===== config.mk =====
export PLATFORM = sky130hd
export DESIGN_NAME = imm_gen_pipe
export DESIGN_NICKNAME = d
export VERILOG_FILES = /design/src/rtl/imm_gen_pipe.sv
export SDC_FILE = /design/constraint.sdc
export NUM_CORES = 1
export LEC_CHECK = 0
export BUFFER_PORTS_ARGS = -buffer_cell sky130_fd_sc_hd__buf_2
export CAP_MARGIN = 20
export CORE_MARGIN = 1
export CORE_UTILIZATION = 50
export DETAILED_ROUTE_END_ITERATION = 10
export HOLD_SLACK_MARGIN = 0.15
export PLACE_DENSITY = 0.85
export SLEW_MARGIN = 20
export SYNTH_ARGS = -nofsm -noshare
export SYNTH_HDL_FRONTEND = slang
export SYNTH_SLANG_ARGS = --single-unit

===== constraint.sdc =====
create_clock -name clk -period 2 [get_ports clk]
set_input_delay 0.4 -clock clk [delete_from_list [all_inputs] [get_ports clk]]
set_output_delay 0.4 -clock clk [all_outputs]
set_load 0.01 [all_outputs]

===== src/rtl/imm_gen_pipe.sv =====
// RISC-V immediate generator (I/S/B/U/J) behind a valid/ready output register.
// Define IMM_GEN_PIPE_SKID_EN to add a one-entry skid buffer that makes in_ready registered.
module imm_gen_pipe #(
  parameter int unsigned XLEN  = 32,
  parameter int unsigned TAG_W = 5
) (
  input  logic             clk,
  input  logic             rst,
  input  logic             in_valid,
  output logic             in_ready,
  input  logic [31:0]      instr,
  input  logic [2:0]       imm_src,
  input  logic [TAG_W-1:0] in_tag,
  output logic             out_valid,
  input  logic             out_ready,
  output logic [XLEN-1:0]  imm_ext,
  output logic [TAG_W-1:0] out_tag,
  output logic             out_illegal
);

  localparam logic [2:0] SrcI = 3'b000;
  localparam logic [2:0] SrcS = 3'b001;
  localparam logic [2:0] SrcB = 3'b010;
  localparam logic [2:0] SrcU = 3'b011;
  localparam logic [2:0] SrcJ = 3'b100;

  // ---------------------------------------------------------------------------
  // Immediate formation
  // ---------------------------------------------------------------------------
  logic [31:0]     gen_imm32;
  logic [XLEN-1:0] gen_imm;
  logic            gen_ill;
  logic            unused_opcode;

  // The opcode field never contributes to any immediate.
  assign unused_opcode = ^instr[6:0];

  always_comb begin
    gen_imm32 = '0;
    gen_ill   = 1'b0;
    case (imm_src)
      SrcI:    gen_imm32 = {{20{instr[31]}}, instr[31:20]};
      SrcS:    gen_imm32 = {{20{instr[31]}}, instr[31:25], instr[11:7]};
      SrcB:    gen_imm32 = {{19{instr[31]}}, instr[31], instr[7], instr[30:25], instr[11:8],
                            1'b0};
      SrcU:    gen_imm32 = {instr[31:12], 12'b0};
      SrcJ:    gen_imm32 = {{11{instr[31]}}, instr[31], instr[19:12], instr[20], instr[30:21],
                            1'b0};
      default: gen_ill   = 1'b1;
    endcase
  end

  if (XLEN > 32) begin : g_wide
    assign gen_imm = {{(XLEN-32){gen_imm32[31]}}, gen_imm32};
  end else begin : g_narrow
    assign gen_imm = gen_imm32[XLEN-1:0];
  end

  // ---------------------------------------------------------------------------
  // Handshake and output register
  // ---------------------------------------------------------------------------
  logic             accept;
  logic             out_valid_q, out_valid_d;
  logic [XLEN-1:0]  out_imm_q, out_imm_d;
  logic [TAG_W-1:0] out_tag_q, out_tag_d;
  logic             out_ill_q, out_ill_d;

  assign accept      = in_valid && in_ready;
  // Masked during reset so nothing can transfer out in the reset cycle.
  assign out_valid   = out_valid_q && !rst;
  assign imm_ext     = out_imm_q;
  assign out_tag     = out_tag_q;
  assign out_illegal = out_ill_q;

`ifdef IMM_GEN_PIPE_SKID_EN

  logic             skid_valid_q, skid_valid_d;
  logic [XLEN-1:0]  skid_imm_q, skid_imm_d;
  logic [TAG_W-1:0] skid_tag_q, skid_tag_d;
  logic             skid_ill_q, skid_ill_d;

  // Registered ready: only depends on skid occupancy, never on out_ready.
  assign in_ready = !rst && !skid_valid_q;

  always_comb begin
    out_valid_d  = out_valid_q;
    out_imm_d    = out_imm_q;
    out_tag_d    = out_tag_q;
    out_ill_d    = out_ill_q;
    skid_valid_d = skid_valid_q;
    skid_imm_d   = skid_imm_q;
    skid_tag_d   = skid_tag_q;
    skid_ill_d   = skid_ill_q;
    if (!out_valid_q || out_ready) begin
      if (skid_valid_q) begin
        // Skid full implies no accept this cycle, so the skid entry is the only candidate.
        out_valid_d  = 1'b1;
        out_imm_d    = skid_imm_q;
        out_tag_d    = skid_tag_q;
        out_ill_d    = skid_ill_q;
        skid_valid_d = 1'b0;
      end else begin
        out_valid_d = accept;
        if (accept) begin
          out_imm_d = gen_imm;
          out_tag_d = in_tag;
          out_ill_d = gen_ill;
        end
      end
    end else if (accept) begin
      skid_valid_d = 1'b1;
      skid_imm_d   = gen_imm;
      skid_tag_d   = in_tag;
      skid_ill_d   = gen_ill;
    end
  end

  always_ff @(posedge clk) begin
    if (rst) begin
      out_valid_q  <= 1'b0;
      out_imm_q    <= '0;
      out_tag_q    <= '0;
      out_ill_q    <= 1'b0;
      skid_valid_q <= 1'b0;
      skid_imm_q   <= '0;
      skid_tag_q   <= '0;
      skid_ill_q   <= 1'b0;
    end else begin
      out_valid_q  <= out_valid_d;
      out_imm_q    <= out_imm_d;
      out_tag_q    <= out_tag_d;
      out_ill_q    <= out_ill_d;
      skid_valid_q <= skid_valid_d;
      skid_imm_q   <= skid_imm_d;
      skid_tag_q   <= skid_tag_d;
      skid_ill_q   <= skid_ill_d;
    end
  end

`else

  assign in_ready = !rst && (!out_valid_q || out_ready);

  always_comb begin
    out_valid_d = out_valid_q;
    out_imm_d   = out_imm_q;
    out_tag_d   = out_tag_q;
    out_ill_d   = out_ill_q;
    if (!out_valid_q || out_ready) begin
      out_valid_d = accept;
      if (accept) begin
        out_imm_d = gen_imm;
        out_tag_d = in_tag;
        out_ill_d = gen_ill;
      end
    end
  end

  always_ff @(posedge clk) begin
    if (rst) begin
      out_valid_q <= 1'b0;
      out_imm_q   <= '0;
      out_tag_q   <= '0;
      out_ill_q   <= 1'b0;
    end else begin
      out_valid_q <= out_valid_d;
      out_imm_q   <= out_imm_d;
      out_tag_q   <= out_tag_d;
      out_ill_q   <= out_ill_d;
    end
  end

`endif

endmodule


* After elaboration in Yosys (flattened, before gate mapping)
Index checks and enable logic that the tools add are counted.
** Storage, ports and cells
- Bits in registers :: 39
- Bits of input ports :: 44
** Operators by class
- Equal/unequal tests :: 4
- Multiplexer cells :: 2
- Reduce and logical (&&, ||, !) cells :: 9
** Operators with widths (count)
- $pmux 32 s5 :: 1
- $eq 3x2->1 const B :: 2
- $reduce_or 5->1 :: 1
- $eq 3x1->1 const B :: 1
- $eq 3x3->1 const B :: 1
- $logic_and 1x1->1 :: 3
- $logic_not 3->1 :: 1
- $logic_not 1->1 :: 2
- $reduce_and 2->1 :: 1
- $logic_or 1x1->1 :: 1
- $mux 1 :: 1

* Logic depth before layout (Yosys ltp)
Gate-level depths: netlist of run 1.
- Depth in word-level cells :: 5
- Gate-level depth with buffers :: 6

* Worst setup path after synthesis of run 1
No wires, ideal clock.
- Path kind :: input to register
- Start point :: input imm_src[0]
- End point :: register out_imm_q[22], in the netlist imm_ext[22]
- Setup time :: 81 ps
- Data arrival time :: 1289 ps
- Data required time :: 1919 ps
- Path slack :: 630 ps
- Cell stages on the path :: 6
- Path buffers :: 2
- Cells stage by stage :: buf_6 o21a_4 a21oi_4 nand2_2 buf_6 a211oi_2
** On the way
- Word-level cells in the longest chain between the ends :: 2
- Elaborated cells between the ends (all ways) :: 6
- Classes of those cells :: eq/ne (4); mux (1); reduce/logical (1)
** RTL lines
- from (decl) :: line 12 : input logic [2:0] imm_src,
- $eq 3x3->1 (tied with other cells) :: line 41 : case (imm_src)
- $pmux 32 s5 (*) :: line 41
- to (signal assigned) :: line 167 : out_imm_q <= out_imm_d;
- to (decl) :: line 64 : logic [XLEN-1:0] out_imm_q, out_imm_d;
Every way passes the cells marked *; elsewhere a longest branch is shown, timed or not.
A chain may end at the register's enable or synchronous reset.

* Worst setup path after layout of run 1
- Start point :: input rst
- End point :: output in_ready
** On the way
- Word-level cells in the longest chain between the ends :: 2
** RTL lines
- from (decl) :: line 8 : input logic rst,
- $logic_not 1->1 :: line 142 : assign in_ready = !rst && (!out_valid_q || out_ready);
- $logic_and 1x1->1 :: line 142
- to (decl) :: line 10 : output logic in_ready,
Every way passes these cells.

==> results of run 1 <==
## power groups by stage
| stage | logic (mW) | clock network (mW) | registers, mW |
|---|---|---|---|
| 3_5_place_dp | 0.328 | 0 | 0.864 |
| 3_3_place_gp | 0.322 | 0 | 0.862 |
| 2_1_floorplan | 0.184 | 0 | 0.886 |
| 6_report | 0.329 | 0.665 | 0.847 |
| 5_1_grt | 0.360 | 0.720 | 0.853 |
| 4_1_cts | 0.330 | 0.682 | 0.847 |
## cell type report
| type | count | area [um^2] |
|---|---|---|
| timing repair buffer | 84 | 453 |
| clock buffer | 6 | 82.6 |
| multi-input combinational | 155 | 946 |
| fill | 311 | 1080 |
| clock inverter | 2 | 35.0 |
| inverter | 1 | 3.75 |
| sequential | 39 | 781 |
| tap | 46 | 57.6 |
## cells by family after synthesis
group / after synthesis / share of synthesized area, %
and+or+nand+nor: 83 / 23.0
muxes: 2 / 1.09
AOI/OAI and AO/OA: 69 / 26.9
buffers and inverters: 22 / 6.19
xor gates and xnor gates: 1 / 0.476
DFF: 39 / 42.4
## per-stage QoR
step | setup slack [ps] | utilization (%) | hold slack (ps) | cell area, um^2 | power [mW]
after floorplan | 630 | - | 476 | 1840 | 1.07
after global placement | 331 | 65.1 | 438 | 2240 | 1.18
after detailed placement | 327 | 65.1 | 444 | 2240 | 1.19
after CTS | 447 | 68.5 | 292 | 2360 | 1.86
after global routing | 369 | 68.5 | 301 | 2360 | 1.93
final | 440 | 68.5 | 298 | 2360 | 1.84
## flip-flops by register name (all words and copies together), names as in the netlist
signal,flops
imm_ext,32
out_tag,5
out_illegal,1
out_valid_q,1
## synth_stat cells
cell	count
nor3_1	5
nand2_2	2
a21oi_1	27
dfxtp_1	39
xnor2_1	1
nor2_1	23
nand2b_1	2
buf_6	3
or4_1	1
a311oi_1	2
buf_1	1
nor2b_2	1
o21a_4	1
a21oi_4	1
a211oi_2	10
a31oi_1	8
nand3_1	6
o21ai_1	8
buf_2	7
a221oi_1	4
nand3b_1	14
nor2b_1	6
mux2i_1	2
inv_1	1
nand2_1	21
nor3b_2	1
and2_1	1
o21a_1	8
clkbuf_1	10
## tightest hold or removal path, cell delays in order
cell and delay [ps]:
buf_2 80, nand2_1 40, nand2_1 40
## worst max-delay path by stage
| stage | from | to | slack, ps | cells after the start |
|---|---|---|---|---|
| 3_5_place_dp | imm_src[0] | imm_ext[20] | 330 | 5 |
| 4_1_cts | rst | in_ready | 450 | 4 |
| 5_1_grt | rst | in_ready | 370 | 4 |
| 6_report | rst | in_ready | 440 | 4 |
| 2_1_floorplan | imm_src[0] | imm_ext[22] | 630 | 6 |
| 3_3_place_gp | imm_src[0] | imm_ext[20] | 330 | 5 |
## layer usage
metal | part of all wire (%) | vias to the layer above | track usage (%)
met5 | 0 | - | 0
met4 | 1.7 | 0 | 8.72
met3 | 4.6 | 9 | 6.20
met2 | 48 | 50 | 37.8
met1 | 45 | 848 | 28.9
li1 | - | 902 | -
==> metrics.cfg, run 1 <==
[clock_tree]
h-tree-depth=2
post_cts_resized=0
clk_latency_ps=290
cts-root-buf=clkbuf_8
cts_hold_buf=0
cts.sinks=39
cts_buffer_depth=2
cts_setup_buffers=0
path_clk_slew_ps=70
cts_made_buffers=5
tritoncts=built

[critical_path]
cp-end-kind=primary output
worst_path_max_delay_cell=buf_4
critPathBufInv=3
critPathArrivalTime_ps=1160
reg2reg_depth=5
crit_chain=buf_2, buf_4, nor2_1, buf_2
reg2reg_to=imm_ext[30]
critPathRequiredTime_ps=1600
crit_path_max_fanout=41
worstReg2RegStart=out_valid_q
critPathTopFamily=buffers and inverters
setup.worst_path.class=primary input to primary output
critical_path.startpoint_type=primary input
r2r_setup_slack_ps=640
crit_path_frequent_cell=buf_2
slowest_delay_ps=400

[die]
rows=21
die_h_um=62.7
die_w_um=62.7
core_mm2=0.00344
die-area_mm2=0.00393
ios=84
start_util_pct=53.5

[min_path]
holdPathStages=3
min_from=in_tag[3]
hold-path-endpoint=out_tag[3]
hp-class=primary input to flop

[synth]
syn_inst=216
synth_area_leaders=dfxtp_1 (42%), a21oi_1 (7.3%), a211oi_2 (6.8%), nand3b_1 (5.7%), nor2_1 (4.7%)
synth_warnings=0
avgSynthCellArea_um2=8.52
syn_area_mm2=0.00184
synth_top_area_share_pct=42.4
ys_ff_latch=39
syn_nets=260
ys_types=29
synth_seq_area_share_pct=42.4
synth_top_area_cell=dfxtp_1

[timing]
rsz0062_at_grt=false
post-route-min-period_ps=1560
hold_viol=0
setup_viol=0
setup_tns_ps=0
max_freq_ghz=0.641
fin_crit_sh_pct=78.0
drv_slew=0
worst_pin_slew_ps=546
max-slew-margin-rel_pct=63.6
fin_skew_ps=3.29

[place]
dp_hpwl_um=3100
place_congestion=0.888
port_buffers=76
dp_cells=325

[routing]
route.vias.total=1809
drt_iter0_drc=141
ant_nets=0
drc=0
wl_per_cell_um=13.4
drt_pass1_iterations=4
avgViaCountPerCell=5.43
wl_um=4460

[pwr]
pwr-share-seq_pct=46.0
power_density_mw_per_mm2=781
combPwrFrac_pct=17.9
max-vdd-ir-drop_mv=0.334
sw_frac_of_total_pct=25.6
power_switching_mw=0.471
power.share.clock_pct=36.1
p_leak_nw=1.04
intPower_mw=1.37

[grt]
grt_pass1_wl_um=7250
antenna_found_initial=0
grt_max_degree=42
grt_pass1_vias=1602
grt_usage_pct=23.1
overflow=0

[final_layout]
layout-drive-gt1-share_pct=37.6
antenna_cells=0
nNetsFinal=330
mostFrequentLayoutCell=buf_2
fin_cells=333
final_cell_mix=buf_2 (76), dfxtp_1 (39), a21oi_1 (27), nor2_1 (23), nand2_1 (21)
syn_to_final_growth_pct=28.1

[run_status]
status=complete, no violations

[job]
maxCapViolCount=0

Power figures use the tool's default switching activity.
==> run 2: changes to the inputs <==
Settings changed: CORE_UTILIZATION 50 to 42, PLACE_DENSITY 0.85 to 0.76.
Clock period 2 ns to 1.3 ns, I/O delays scaled along.
==> metrics.cfg, run 2 (same netlist as run 1, synthesis figures left out) <==
[die]
start_util_pct=44.7  ; -8.7 points
die_w_um=68.2  ; +8.8%
ios=84  ; unchanged
core_mm2=0.00412  ; +20%
die-area_mm2=0.00465  ; +18%
rows=23  ; +9.5%
die_h_um=68.2  ; +8.8%

[timing]
fin_skew_ps=1.86  ; -1.43 ps
drv_slew=0  ; unchanged
post-route-min-period_ps=1260
hold_viol=0  ; unchanged
fin_crit_sh_pct=96.9
max_freq_ghz=0.793
setup_viol=0  ; unchanged
max-slew-margin-rel_pct=66.4  ; +2.9 points
worst_pin_slew_ps=502  ; -43.1 ps

[pwr]
p_leak_nw=1.11  ; +6.4%
max-vdd-ir-drop_mv=0.647  ; +94%
p_total_mw=2.90  ; +57%
power_density_mw_per_mm2=1160  ; +49%

[job]
maxCapViolCount=0  ; unchanged

[routing]
drt_pass1_iterations=4  ; unchanged
drc=0  ; unchanged
ant_nets=0  ; unchanged
wl_per_cell_um=13.3  ; -0.56%
avgViaCountPerCell=5.21  ; -4.0%
drt_iter0_drc=127  ; -9.9%
wl_um=4650  ; +4.2%
route.vias.total=1820  ; +0.61%

[clock_tree]
cts-root-buf=clkbuf_8
path_clk_slew_ps=70  ; about the same
cts_made_buffers=5  ; unchanged
clk_latency_ps=290  ; about the same
cts.sinks=39  ; unchanged
h-tree-depth=2  ; unchanged
tritoncts=built
cts_buffer_depth=2  ; unchanged

[critical_path]
setup.worst_path.class=flop to primary output
critical_path.startpoint_type=flop
r2r_setup_slack_ps=80  ; -560 ps
cp-end-kind=primary output
critPathRequiredTime_ps=1040  ; -560 ps
crit_path_max_fanout=3  ; -93%
critPathArrivalTime_ps=1000  ; -160 ps

[run_status]
status=complete, no violations

[place]
dpl-instance-area_mm2=0.00233  ; +3.8%
dp_hpwl_um=3240  ; +4.6%
port_buffers=76  ; unchanged
place_congestion=0.766  ; -14%

[final_layout]
syn_to_final_growth_pct=35.5
nNetsFinal=342  ; +3.6%
antenna_cells=0  ; unchanged
largest_reg_flops=32  ; unchanged
mostFrequentLayoutCell=buf_2
final_area_mm2=0.00249  ; +5.7%
final_cell_mix=buf_2 (76), dfxtp_1 (39), a21oi_1 (26), nor2_1 (23), nand2_1 (21)
layout-drive-gt1-share_pct=40.5  ; +2.8 points

[grt]
grt_max_degree=32  ; -24%
antenna_found_initial=0  ; unchanged
grt_pass1_wl_um=7270  ; +0.37%
grt_pass1_vias=1616  ; +0.87%
grt_usage_pct=21.2  ; -2.0 points
overflow=0  ; unchanged

[min_path]
hp-class=primary input to flop

run 2: timing repair:
| action | CTS | global route |
|---|---|---|
| resized for setup | 0 | 5 |
| endpoints found under the setup margin | 0 | 2 |
| hold endpoints to repair | 3 | 0 |
| hold buffers | 3 | 0 |
| buffers inserted | 0 | 0 |
run 2: path summary, 6_finish.rpt:
kind                     from  cells past startpoint          to
setup / recovery  out_valid_q                      3    in_ready
hold / removal      in_tag[4]                      3  out_tag[4]
setup reg to reg  out_valid_q                      4  imm_ext[0]
hold reg to reg    imm_ext[5]                      2  imm_ext[5]
run 2: area by class of cell:
cell class	count	area [um^2]
Clock inverter	2	35.0
Sequential cell	39	781
Multi-Input combinational cell	155	966
Tap cell	50	62.6
Inverter	1	3.75
Clock buffer	6	82.6
Fill cell	399	1620
Timing Repair Buffer	96	563
run 2: through the flow:
stage | utilization, % | hold WS (ps) | setup slack (ps) | setup TNS, ps | std cells
detailed placement | 56.5 | 447 | -47.0 | -274 | 338
CTS | 60.1 | 152 | 34.2 | 0 | 349
global placement | 56.5 | 437 | -34.5 | -109 | 338
finish | 60.6 | 161 | 39.7 | 0 | 349
global route | 60.6 | 170 | -23.3 | -23.3 | 349
floorplan | - | 359 | 69.7 | 0 | 216
run 2: per-layer routing:
metal | vias to the layer above | routed length (um) | track usage [%]
li1 | 926 | - | -
met1 | 838 | 2200 | 27.6
met2 | 50 | 2160 | 33.2
met3 | 6 | 222 | 4.67
met4 | 0 | 72 | 9.11
met5 | - | 0 | 0
run 2: critical path: stages, from the launching register on:
cell	delay [ps]
dfxtp_1	360
nor2b_4	160
nor2_1	40
buf_2	150
run 2: where the power goes:
group          internal [mW]  switching (mW)  leakage, nW
sequential              1.27          0.0352        0.320
clock                  0.621           0.425       0.0612
combinational          0.254           0.295        0.728
